File: src/rtl/cache_mem_pkg.sv
// cache_mem_pkg: shared constants, controller state encoding and write-back buffer entry type
package cache_mem_pkg;
    localparam int DEF_ADDR_W = 5;
    localparam int DEF_DATA_W = 3;
    typedef enum logic [2:0] {IDLE, RD_ADDR, RD_WAIT, RESP, FWD, DRAIN, FLUSH} state_t;
    typedef struct packed {
        logic [DEF_ADDR_W-1:0] addr;
        logic [DEF_DATA_W-1:0] data;
    } wbb_entry_t;
endpackage

File: src/rtl/cache_mem_ctrl_wb_buffer.sv
// wb_buffer: circular FIFO of dirty victims with a combinational youngest-match lookup
module wb_buffer
    import cache_mem_pkg::*;
#(
    parameter int DEPTH = 2
) (
    input  logic                       clock,
    input  logic                       reset_n,
    input  logic                       push,
    input  logic [DEF_ADDR_W-1:0]      push_addr,
    input  logic [DEF_DATA_W-1:0]      push_data,
    input  logic                       pop,
    output logic [DEF_ADDR_W-1:0]      head_addr,
    output logic [DEF_DATA_W-1:0]      head_data,
    output logic [$clog2(DEPTH):0]     count,
    input  logic [DEF_ADDR_W-1:0]      match_addr,
    output logic                       hit,
    output logic [DEF_DATA_W-1:0]      hit_data
);
    localparam int PW = $clog2(DEPTH);
    localparam int CW = PW + 1;
    wbb_entry_t entries [DEPTH];
    logic [PW-1:0] hd, tl;
    always_ff @(posedge clock or negedge reset_n) begin
        if (!reset_n) begin
            hd    <= '0;
            tl    <= '0;
            count <= '0;
        end else begin
            if (push) tl <= tl + 1'b1;
            if (pop) hd <= hd + 1'b1;
            count <= count + CW'(push) - CW'(pop);
        end
    end
    always_ff @(posedge clock) begin
        if (push) entries[tl] <= '{push_addr, push_data};
    end
    assign head_addr = entries[hd].addr;
    assign head_data = entries[hd].data;
    // scan oldest to youngest so the last hit wins; an entry being pushed is youngest of all
    always_comb begin
        hit      = 1'b0;
        hit_data = '0;
        for (int i = 0; i < DEPTH; i++) begin
            if (CW'(i) < count && entries[hd + PW'(i)].addr == match_addr) begin
                hit      = 1'b1;
                hit_data = entries[hd + PW'(i)].data;
            end
        end
        if (push && push_addr == match_addr) begin
            hit      = 1'b1;
            hit_data = push_data;
        end
    end
endmodule

File: src/rtl/cache_mem_ctrl.sv
// cache_mem_ctrl: cache refill/write-back controller; WBB_FWD_EN serves buffered victims
// directly on a refill hit, otherwise the buffer is flushed before the read.
module cache_mem_ctrl
    import cache_mem_pkg::*;
#(
    parameter int ADDR_W    = DEF_ADDR_W,
    parameter int DATA_W    = DEF_DATA_W,
    parameter int WBB_DEPTH = 2
) (
    input  logic                        clock,
    input  logic                        reset_n,
    input  logic                        req_valid,
    output logic                        req_ready,
    input  logic [ADDR_W-1:0]           req_addr,
    input  logic                        req_wb,
    input  logic [ADDR_W-1:0]           req_wb_addr,
    input  logic [DATA_W-1:0]           req_wb_data,
    output logic                        rsp_valid,
    output logic [DATA_W-1:0]           rsp_data,
    output logic [ADDR_W-1:0]           mem_addr,
    output logic [DATA_W-1:0]           mem_wdata,
    output logic                        mem_wren,
    input  logic [DATA_W-1:0]           mem_rdata,
    output logic [$clog2(WBB_DEPTH):0]  wbb_count
);
    localparam int CW = $clog2(WBB_DEPTH) + 1;
    localparam logic [CW-1:0] FULL = CW'(WBB_DEPTH);
`ifdef WBB_FWD_EN
    localparam state_t HIT_ST = FWD;
`else
    localparam state_t HIT_ST = FLUSH;
`endif
    state_t state, nxt;
    logic accept, push, pop, hit;
    logic [ADDR_W-1:0] addr_q, head_addr;
    logic [DATA_W-1:0] head_data, hit_data;
    assign req_ready = state == IDLE && wbb_count != FULL && reset_n;
    assign accept    = req_valid && req_ready;
    assign push      = accept && req_wb;
    wb_buffer #(.DEPTH(WBB_DEPTH)) u_wbb (
        .clock      (clock),
        .reset_n    (reset_n),
        .push       (push),
        .push_addr  (req_wb_addr),
        .push_data  (req_wb_data),
        .pop        (pop),
        .head_addr  (head_addr),
        .head_data  (head_data),
        .count      (wbb_count),
        .match_addr (req_addr),
        .hit        (hit),
        .hit_data   (hit_data)
    );
    always_comb begin
        nxt = state;
        pop = 1'b0;
        case (state)
            IDLE: begin
                if (accept) nxt = hit ? HIT_ST : RD_ADDR;
                else if (|wbb_count && (!req_valid || wbb_count == FULL)) begin
                    nxt = DRAIN;
                    pop = 1'b1;
                end
            end
            RD_ADDR: nxt = RD_WAIT;
            RD_WAIT: nxt = RESP;
            FLUSH: begin
                if (|wbb_count) pop = 1'b1;
                else nxt = RD_ADDR;
            end
            default: nxt = IDLE;
        endcase
    end
    // outputs are registered from the upcoming state so they line up with it
    always_ff @(posedge clock or negedge reset_n) begin
        if (!reset_n) begin
            state     <= IDLE;
            addr_q    <= '0;
            rsp_valid <= 1'b0;
            rsp_data  <= '0;
            mem_wren  <= 1'b0;
            mem_addr  <= '0;
            mem_wdata <= '0;
        end else begin
            state     <= nxt;
            rsp_valid <= nxt == RESP || nxt == FWD;
            mem_wren  <= pop;
            if (accept) addr_q <= req_addr;
            if (state == RD_WAIT) rsp_data <= mem_rdata;
            else if (nxt == FWD) rsp_data <= hit_data;
            if (pop) begin
                mem_addr  <= head_addr;
                mem_wdata <= head_data;
            end else if (nxt == RD_ADDR) mem_addr <= state == IDLE ? req_addr : addr_q;
        end
    end
endmodule

File: config.mk
export PLATFORM = sky130hd
export DESIGN_NAME = cache_mem_ctrl
export DESIGN_NICKNAME = d
export VERILOG_FILES = /design/src/rtl/cache_mem_pkg.sv /design/src/rtl/cache_mem_ctrl_wb_buffer.sv /design/src/rtl/cache_mem_ctrl.sv
export SDC_FILE = /design/constraint.sdc
export NUM_CORES = 1
export LEC_CHECK = 0
export ABC_AREA = 1
export BUFFER_PORTS_ARGS = -buffer_cell sky130_fd_sc_hd__buf_4
export CAP_MARGIN = 20
export CELL_PAD_IN_SITES_DETAIL_PLACEMENT = 1
export CELL_PAD_IN_SITES_GLOBAL_PLACEMENT = 2
export CORE_MARGIN = 8
export CORE_UTILIZATION = 32
export DETAILED_ROUTE_END_ITERATION = 8
export PLACE_DENSITY = 0.86
export SETUP_SLACK_MARGIN = 0.02
export SLEW_MARGIN = 20
export SYNTH_ARGS = -nofsm -noshare
export SYNTH_HDL_FRONTEND = slang
export SYNTH_SLANG_ARGS = --single-unit
File: constraint.sdc
create_clock -name clock -period 2.5 [get_ports clock]
set_input_delay 0.75 -clock clock [delete_from_list [all_inputs] [get_ports clock]]
set_output_delay 0.75 -clock clock [all_outputs]
set_load 0.005 [all_outputs]
# Word level (Yosys, flattened, before mapping)
# Memories as Yosys holds them, arrays and structs flattened.
# Index checks and enable logic that the tools add are counted.
# totals
register_bits	25
wordCells	65
mem_bits_rw	16
mem_count	1
# classes
reduce_logical	15
magnitude_cmp	2
add_sub_neg	4
mux	22
n_eq_ne	11
# mem_list
memory	words	width	read_ports	rd_ports_with_merged_regs	wr	line_no	rtl
u_wbb.entries	2	8	2	0	1	cache_mem_ctrl_wb_buffer.sv:22	wbb_entry_t entries [DEPTH];
# ops
operator	n
2-to-1 mux 3 bit	9
equality test 5 bit	3
2-to-1 mux 5 bit	3
one-hot mux 3 bit (4 select lines)	1
logical AND 1 bit	8
2-to-1 mux 1 bit	8
equality test 3 x 1 -> 1 bit, second input constant	2
equality test 3 x 2 -> 1 bit, second input constant	2
equality test 3 bit, second input constant	2
< comparator 1 x 2 -> 1 bit, first input constant	2
nonzero test 2 bit	2
logical NOT 3 bit	1
adder 1 bit, second input constant	2
adder 2 x 1 -> 2 bit	1
equality test 2 bit, second input constant	1
logical OR 1 bit	2
!= test 2 bit, second input constant	1
one-hot mux 1 bit (2 select lines)	1
OR reduction 2 bit	1
subtractor 2 x 1 -> 2 bit	1
logical NOT 1 bit	1

# Longest topological paths before layout
# Gate-level depths: netlist (run 1).
# depth
ltp_word	13
mapped_depth	16

# By module
# Synthesis (run 1) repeated with hierarchy kept, for this count alone.
# unflattened
cells_unflattened	286
hier_area_um2	2439.8
# modules_own_cells
mod	area_each_um2	seq_area_each_um2	instances	cells_per_inst
wb_buffer	1356.3	580.6	1	163
cache_mem_ctrl	1083.5	525.5	1	123

# Least setup slack after synthesis (run 1)
# No wires, ideal clock.
# synth_path
path_type	input to register
from	input req_valid
to	register u_wbb.count[0]
slack_ns	0.408
t_required_ns	2.374
arrival_time_ns	1.966
cell_stages	7
path_buffers	1
cell_sequence	o21ai_0 -> nand2_1 -> nand2_1 -> buf_2 -> ha_1 -> inv_1 -> ha_1
# synth_between
elab_chain_cells	7
word_cells_on_any_way	10
# synth_rtl
item	line_no	rtl
start, declared	cache_mem_ctrl.sv:12	input logic req_valid,
logical NOT 1 bit	cache_mem_ctrl.sv:60	else if (|wbb_count && (!req_valid || wbb_count == FULL)) begin
logical OR 1 bit	cache_mem_ctrl.sv:60	
logical AND 1 bit	cache_mem_ctrl.sv:60	
2-to-1 mux 1 bit	cache_mem_ctrl.sv:60	
2-to-1 mux 1 bit *	cache_mem_ctrl.sv:59	if (accept) nxt = hit ? HIT_ST : RD_ADDR;
one-hot mux 1 bit (2 select lines) *	cache_mem_ctrl.sv:57	case (state)
via pop	cache_mem_ctrl.sv:34	logic accept, push, pop, hit;
subtractor 2 x 1 -> 2 bit *	cache_mem_ctrl_wb_buffer.sv:32	count <= count + CW'(push) - CW'(pop);
end signal, assigned	cache_mem_ctrl_wb_buffer.sv:32	
end, declared	cache_mem_ctrl_wb_buffer.sv:15	output logic [$clog2(DEPTH):0] count,
# The timed path passes the listed nets; every way through them passes the cells marked *.
# A chain may end at the register's enable or synchronous reset.

# Final worst setup path (run 1)
# layout_path
from	register u_wbb.hd
to	register mem_addr[2]
# layout_between
elab_chain_cells	11
word_cells_on_any_way	15
# layout_rtl
item	line_no	rtl
start, declared	cache_mem_ctrl_wb_buffer.sv:23	logic [PW-1:0] hd, tl;
start signal, assigned	cache_mem_ctrl_wb_buffer.sv:31	if (pop) hd <= hd + 1'b1;
adder 1 bit / memory read (2 x 8 bit) (equally long branches)	n/a	
memory read (2 x 8 bit) *	n/a	
equality test 5 bit / logical AND 1 bit (equally long branches)	cache_mem_ctrl_wb_buffer.sv:45	if (CW'(i) < count && entries[hd + PW'(i)].addr == match_addr) begin
logical AND 1 bit / 2-to-1 mux 1 bit (equally long branches)	cache_mem_ctrl_wb_buffer.sv:45	
2-to-1 mux 1 bit	cache_mem_ctrl_wb_buffer.sv:45	
2-to-1 mux 1 bit	cache_mem_ctrl_wb_buffer.sv:50	if (push && push_addr == match_addr) begin
2-to-1 mux 3 bit (2 in a row)	cache_mem_ctrl.sv:59	
one-hot mux 3 bit (4 select lines)	cache_mem_ctrl.sv:57	
equality test 3 x 1 -> 1 bit	cache_mem_ctrl.sv:94	end else if (nxt == RD_ADDR) mem_addr <= state == IDLE ? req_addr : addr_q;
nonzero test 2 bit (no source line)	n/a	
end signal, assigned	cache_mem_ctrl.sv:92	mem_addr <= head_addr;
end signal, assigned	cache_mem_ctrl.sv:94	
end, declared	cache_mem_ctrl.sv:20	output logic [ADDR_W-1:0] mem_addr,
# Mark *: on every way between the ends. The rest lies on a longest branch, timed or not.

==> out/results.txt, run 1 <==
Outcome -> finished clean
Syn Inst Count -> 258
Netlist cell types -> 26
Clock buffer depth -> 2
Worst r2r src -> u_wbb.hd
Mapped cell area -> 2090 µm²
Number of synthesized flops with an enable pin -> 16
Pleak -> 1.29 nW
Total gr overflow -> 0
Sink Count -> 41
Crit. Startpoint -> u_wbb.hd
Register area share after synthesis -> 0.528
Number of global-route vias before repair -> 1940
CTS clk-pin slew, worst paths -> 0.10 ns
Final slew viol count -> 0
R2r worst-path depth -> 13
Die Span Y -> 96.9 µm
Register area -> 1110 µm²
Detailed Routing Iterations Pass 1 -> 5
Design Power -> 2.90 mW
Commonest cells post-synth -> 107 x nand2_1, 25 x dfrtp_1, 20 x nor2_1, 19 x inv_1, 19 x nand3_1
Crit Path Max Fanout -> 13
DR vias -> 1761
Async SR Flop Fraction -> 0.610
Critical-path cell list -> inv_2 > nand2_1 > and2_1 > nor2_1 > nor2_1 > nand3_1 > nand3_2 > nand2_1 > nand2_1 > a21oi_1 > nand2_2 > nand3_1 > nand2_1
RSZ-0062 raised after global routing -> false
Cell Area, Placed -> 2490 µm²
Mapped Nets -> 280
Synthesis-stage register bit count -> 41
Post-CTS Setup Inserts -> 0
Critical path's largest stage delay -> 0.50 ns
WL/cell -> 13.7 µm
IO buf count -> 35
Critical path's slowest cell -> dfrtp_1
Root Buffer -> clkbuf_8
Area share of the largest cell type after synthesis -> 0.299
Hold_buf cts -> 0
Worst min path class -> in -> async
Row count -> 29
Hold WS -> 0.468 ns
R2R setup slack -> 0.48 ns
Die area -> 9390 µm²
Ports -> 36
Total Routed Length -> 5240 µm
Tmin final -> 2.02 ns
Initial core utilization -> 0.330
Layout cells sized above 1 -> 0.220
Syn Area/Cell -> 8.12 µm²
Setup violations, final -> 0
Crit path top cell by count -> nand2_1
Arr. time, crit path -> 2.21 ns
H-tree depth -> 2
CTS tree -> built
Hpwl dp -> 4260 µm
Core Area -> 6350 µm²
Critical Path RT -> 2.69 ns
Setup crit end kind -> flip-flop
Skew-Pair Late Insertion Delay -> 0.30 ns
ANT cells -> 0
Layout Nets -> 326
Design area -> 2580 µm²
Initial antenna violation count -> 0
Peak VDD IR -> 0.000474 V
Setup crit start kind -> flip-flop
Synth Warn # -> 0
First-pass GRT wire length -> 9310 µm
Post-DRT Antenna Nets -> 0
# DRC -> 0
Clock skew -> 0.0104 ns
1st-iter DRT viols -> 36
Slew HR -> 0.735
Worst setup path end -> mem_addr[2]
Hold Vio Cnt, Final -> 0
Fill cells -> 782
Max Fclk -> 0.495 GHz
Multi-input gate area -> 871 µm²
Pwr Density -> 1120 nW/µm²
Max-cap viol count -> 0
Vias per cell -> 4.61
Most frequent cell after synthesis -> nand2_1
GPL Wtd Cong -> 0.765
Accumulated negative setup slack -> 0 ns
# resized after CTS -> 0
Period utilisation layout -> 0.808
Critical path type -> reg -> reg
Area contributors post-synth -> dfrtp_1 30%, edfxtp_1 23%, nand2_1 19%, nand3_1 4.5%, o21ai_0 3.8%
GRT Overall Usage -> 0.117
Worst slew pin tran -> 0.396 ns
Post-synth top flop -> dfrtp_1
Largest net degree at the start of global routing -> 26
CTS Buf Count -> 5
Area Overhead vs Synth -> 23.4%
Die span in x -> 96.9 µm
Reg2reg end -> mem_addr[2]
Most area-hungry cell type in the Yosys netlist -> dfrtp_1
## cells by family after synthesis
group,count (synthesis),share of synthesized area
adders and majority gates,2,0.0119
AOI/OAI and AO/OA,25,0.0711
and+or+nand+nor,157,0.312
buffers and inverters,28,0.0562
xor gates and xnor gates,5,0.0209
DFF,41,0.528
## per-stage QoR
stage / std cells / util / worst slack, ns
2_1_floorplan: 258 / - / 0.408
3_3_place_gp: 374 / 0.392 / 0.288
3_5_place_dp: 374 / 0.392 / 0.210
4_1_cts: 382 / 0.407 / 0.455
5_1_grt: 382 / 0.407 / 0.209
6_report: 382 / 0.407 / 0.480
## how the worst min path moves through the flow
stage	start	to	slack, ns	depth (start not counted)
after CTS	reset_n	addr_q[3]	0.47	2
after global routing	reset_n	addr_q[3]	0.47	2
after detailed placement	rsp_data[0]	rsp_data[0]	0.46	2
after floorplan	reset_n	addr_q[0]	0.45	0
after global placement	rsp_data[0]	rsp_data[0]	0.46	2
final	reset_n	addr_q[3]	0.47	2
## critical path: cells and delay by family (launching register included)
family                 cells  cell delay (ns)
AO/OA/AOI/OAI              1             0.18
flip-flops                 1             0.50
AND/OR/NAND/NOR           11             1.01
buffers and inverters      1             0.24
## cell usage in the layout, fill, tap and decap left out
cell / instances
a21oi_1: 3
a21oi_2: 1
a31oi_1: 3
and2_1: 1
buf_4: 44
clkbuf_8: 5
dfrtp_1: 25
edfxtp_1: 16
ha_1: 2
inv_1: 19
inv_2: 4
inv_6: 3
nand2_1: 107
nand2_2: 4
nand3_1: 19
nand3_2: 3
nand3b_1: 1
nor2_1: 20
nor2_2: 1
o211ai_1: 1
o21ai_0: 16
o21bai_4: 1
or2_2: 1
xnor2_1: 3
xor2_1: 2
## sequential cells by signal, indices dropped and copies added (netlist names)
signal / flops
rsp_data: 3
mem_addr: 5
u_wbb.tl: 1
u_wbb.entries: 16
mem_wren: 1
addr_q: 5
u_wbb.count: 2
rsp_valid: 1
state: 3
mem_wdata: 3
u_wbb.hd: 1
## power by group
part / internal, mW / total [mW] / switching (mW)
logic: 0.572 / 1.38 / 0.809
registers: 0.908 / 1.05 / 0.140
clock network: 0.208 / 0.472 / 0.264
## final cells by class
class | instances | share of cell area
clock buffers | 5 | 0.0266
clock inverters | 3 | 0.0102
inverters | 23 | 0.0334
multi-input cells | 189 | 0.337
flip-flops and latches | 41 | 0.428
well taps | 77 | 0.0373
repair buffers | 44 | 0.128
## metal layers
layer | vias up | routed length (µm) | track usage | share of wire
met4 | 0 | 52 | 0.0320 | 0.0099
met1 | 819 | 2450 | 0.139 | 0.47
li1 | 913 | - | - | -
met3 | 4 | 183 | 0.0299 | 0.035
met2 | 25 | 2550 | 0.203 | 0.49
met5 | - | 0 | 0 | 0
Power figures use the tool's default switching activity.
==> run 2: changes to the inputs <==
--- a/config.mk
+++ b/config.mk
@@ -11,9 +11,9 @@
 export CELL_PAD_IN_SITES_DETAIL_PLACEMENT = 1
 export CELL_PAD_IN_SITES_GLOBAL_PLACEMENT = 2
 export CORE_MARGIN = 8
-export CORE_UTILIZATION = 32
+export CORE_UTILIZATION = 29
 export DETAILED_ROUTE_END_ITERATION = 8
-export PLACE_DENSITY = 0.86
+export PLACE_DENSITY = 0.82
 export SETUP_SLACK_MARGIN = 0.02
 export SLEW_MARGIN = 20
 export SYNTH_ARGS = -nofsm -noshare
==> constraint.sdc (replaced) <==
create_clock -name clock -period 1.7 [get_ports clock]
set_input_delay 0.51 -clock clock [delete_from_list [all_inputs] [get_ports clock]]
set_output_delay 0.51 -clock clock [all_outputs]
set_load 0.005 [all_outputs]
==> out/results.txt, run 2 (same netlist as run 1, synthesis figures left out) <==
Outcome -> finished with violations (was finished clean)
Violated checks -> setup timing
Top reg by flops -> u_wbb.entries (unchanged)
Critical path's slowest cell -> dfrtp_2 (was dfrtp_1)
Skew-Pair Late Insertion Delay -> 0.30 ns (about the same)
Post-route setup slack -> -0.198 ns (was 0.480 ns)
CTS Buf Count -> 5 (unchanged)
Worst slew pin tran -> 0.323 ns (was 0.396 ns)
Critical path's largest stage delay -> 0.49 ns (was 0.50 ns)
Detailed Routing Iterations Pass 1 -> 4 (was 5)
Worst r2r src -> u_wbb.hd (unchanged)
Setup crit end kind -> flip-flop (unchanged)
Accumulated negative setup slack -> -1.19 ns (was 0 ns)
Most frequent cells in the layout -> 87 x nand2_1, 77 x buf_4, 24 x dfrtp_1 (was 107 x nand2_1, 44 x buf_4, 25 x dfrtp_1)
Die Span Y -> 101 µm (was 96.9 µm)
Hpwl dp -> 4250 µm (was 4260 µm)
Design Power -> 5.20 mW (was 2.90 mW)
Total gr overflow -> 0 (unchanged)
Slew HR -> 0.785 (was 0.735)
Number of global-route vias before repair -> 2001 (was 1940)
Core Util, Final -> 0.432 (was 0.407)
Final slew viol count -> 0 (unchanged)
Clock skew -> 0.00809 ns (was 0.0104 ns)
1st-iter DRT viols -> 19 (was 36)
CTS clk-pin slew, worst paths -> 0.09 ns (was 0.10 ns)
Sink Count -> 41 (unchanged)
R2r worst-path depth -> 14 (was 13)
Critical path type -> reg -> reg (unchanged)
Max Fclk -> 0.527 GHz (was 0.495 GHz)
Setup violations, final -> 9 (was 0)
ANT cells -> 0 (unchanged)
Arr. time, crit path -> 2.14 ns (was 2.21 ns)
Fill cells -> 886 (was 782)
Int Power -> 3.06 mW (was 1.69 mW)
Root Buffer -> clkbuf_8 (unchanged)
Critical-path cell list -> clkinvlp_4 > nand2_2 > nand2_1 > nand2_1 > nand2_1 > a21oi_2 > nand3_2 > nand3_4 > nand3_1 > nand3_2 > inv_2 > nand2_2 > nand3_1 > nand2_2 (was inv_2 > nand2_1 > and2_1 > nor2_1 > nor2_1 > nand3_1 > nand3_2 > nand2_1 > nand2_1 > a21oi_1 > nand2_2 > nand3_1 > nand2_1)
Post-DRT Antenna Nets -> 0 (unchanged)
Hold_buf cts -> 0 (unchanged)
Critical Path RT -> 1.95 ns (was 2.69 ns)
Ports -> 36 (unchanged)
CTS tree -> built (unchanged)
Tmin final -> 1.90 ns (was 2.02 ns)
RSZ-0062 raised after global routing -> true (was false)
Clock buffer depth -> 2 (unchanged)
Layout cells sized above 1 -> 0.416 (was 0.220)
Core Area -> 7140 µm² (was 6350 µm²)
Place WS -> -0.239 ns (was 0.210 ns)
Gate power share -> 0.570 (was 0.476)
Setup crit start kind -> flip-flop (unchanged)
# DRC -> 0 (unchanged)
First-pass GRT wire length -> 9430 µm (was 9310 µm)
Hold Vio Cnt, Final -> 0 (unchanged)
WL/cell -> 12.8 µm (was 13.7 µm)
Area Overhead vs Synth -> 47.3% (was 23.4%)
R2R setup slack -> -0.20 ns (was 0.48 ns)
Pwr Density -> 1690 nW/µm² (was 1120 nW/µm²)
Pleak -> 1.51 nW (was 1.29 nW)
Die span in x -> 101 µm (was 96.9 µm)
Die area -> 10200 µm² (was 9390 µm²)
Peak VDD IR -> 0.000458 V (was 0.000474 V)
Switching power -> 2.15 mW (was 1.21 mW)
Most common cell after layout, fill and taps aside -> nand2_1 (unchanged)
H-tree depth -> 2 (unchanged)
Row count -> 31 (was 29)
DR vias -> 1891 (was 1761)
Regs by FF count -> u_wbb.entries (16), addr_q (5), mem_addr (5) (unchanged)
Worst min path class -> in -> async (unchanged)
Vias per cell -> 4.27 (was 4.61)
Reg2reg end -> mem_addr[2] (unchanged)
Initial core utilization -> 0.293 (was 0.330)
Largest net degree at the start of global routing -> 26 (unchanged)
GPL Wtd Cong -> 0.855 (was 0.765)
Total Routed Length -> 5670 µm (was 5240 µm)
Crit Path Max Fanout -> 6 (was 13)
Layout Nets -> 365 (was 326)
Max FFs per register -> 16 (unchanged)
Switching share of power -> 0.412 (was 0.418)
Max-cap viol count -> 0 (unchanged)
Initial antenna violation count -> 0 (unchanged)
Seq pwr share -> 0.293 (was 0.362)
GRT Overall Usage -> 0.117 (about the same)
Clock share of power -> 0.137 (was 0.163)
IO buf count -> 35 (unchanged)
Period utilisation layout -> 1.12 (was 0.808)
## run 2: how the worst max path moves through the flow
stage / slack [ns] / start / endpoint / cells after the start
after floorplan: 0.0008 / u_wbb.count[1] / u_wbb.count[1] / 10
after global placement: -0.16 / u_wbb.hd / mem_addr[0] / 13
after detailed placement: -0.24 / req_addr[2] / mem_addr[1] / 15
after CTS: -0.15 / u_wbb.hd / mem_addr[1] / 15
after global routing: -0.34 / u_wbb.hd / mem_addr[2] / 14
final: -0.20 / u_wbb.hd / mem_addr[2] / 14
## run 2: power groups by stage
stage                     Combinational, mW  Clock (mW)  Sequential, mW
after floorplan                        1.49           0            1.53
after global placement                 2.43           0            1.52
after detailed placement               2.50           0            1.53
after CTS                              2.67       0.731            1.53
after global routing                   3.34       0.764            1.57
final                                  2.97       0.713            1.52
## run 2: timing repair
action | 4_1_cts | 5_1_grt
setup endpoints to repair | 7 | 28
pin swaps | 4 | 4
resized for setup | 14 | 25
setup buffers | 4 | 6
cloned | 1 | 0
## run 2: stage by stage
step | std cells | area (µm²) | hold WS, ns
3_3_place_gp | 426 | 2800 | 0.455
6_report | 443 | 3080 | 0.200
5_1_grt | 443 | 3080 | 0.215
4_1_cts | 439 | 2970 | 0.211
3_5_place_dp | 426 | 2800 | 0.465
2_1_floorplan | 258 | 2140 | 0.214
## run 2: area by class of cell
cell class | count | area [µm²] | area share
Timing Repair inverter | 1 | 7.51 | 0.00243
Timing Repair Buffer | 82 | 643 | 0.209
Multi-Input combinational cell | 189 | 1020 | 0.329
Sequential cell | 41 | 1110 | 0.359
Inverter | 23 | 88.8 | 0.0288
Clock buffer | 5 | 68.8 | 0.0223
Clock inverter | 3 | 28.8 | 0.00933
Tap cell | 99 | 124 | 0.0402
## run 2: per-layer routing
metal / part of all wire / routed length [µm] / GRT usage / vias up
met4: 0.0092 / 52 / 0.0344 / 0
met5: 0 / 0 / 0 / -
met2: 0.52 / 2920 / 0.202 / 22
met1: 0.44 / 2470 / 0.136 / 871
li1: - / - / - / 991
met3: 0.039 / 224 / 0.0345 / 7
## run 2: critical path: cells and delay by family, from the launching register on
| kind | cells | cell delay, ns |
|---|---|---|
| AO/OA/AOI/OAI | 1 | 0.12 |
| flip-flops | 1 | 0.49 |
| buffers and inverters | 2 | 0.24 |
| AND/OR/NAND/NOR | 11 | 1.02 |
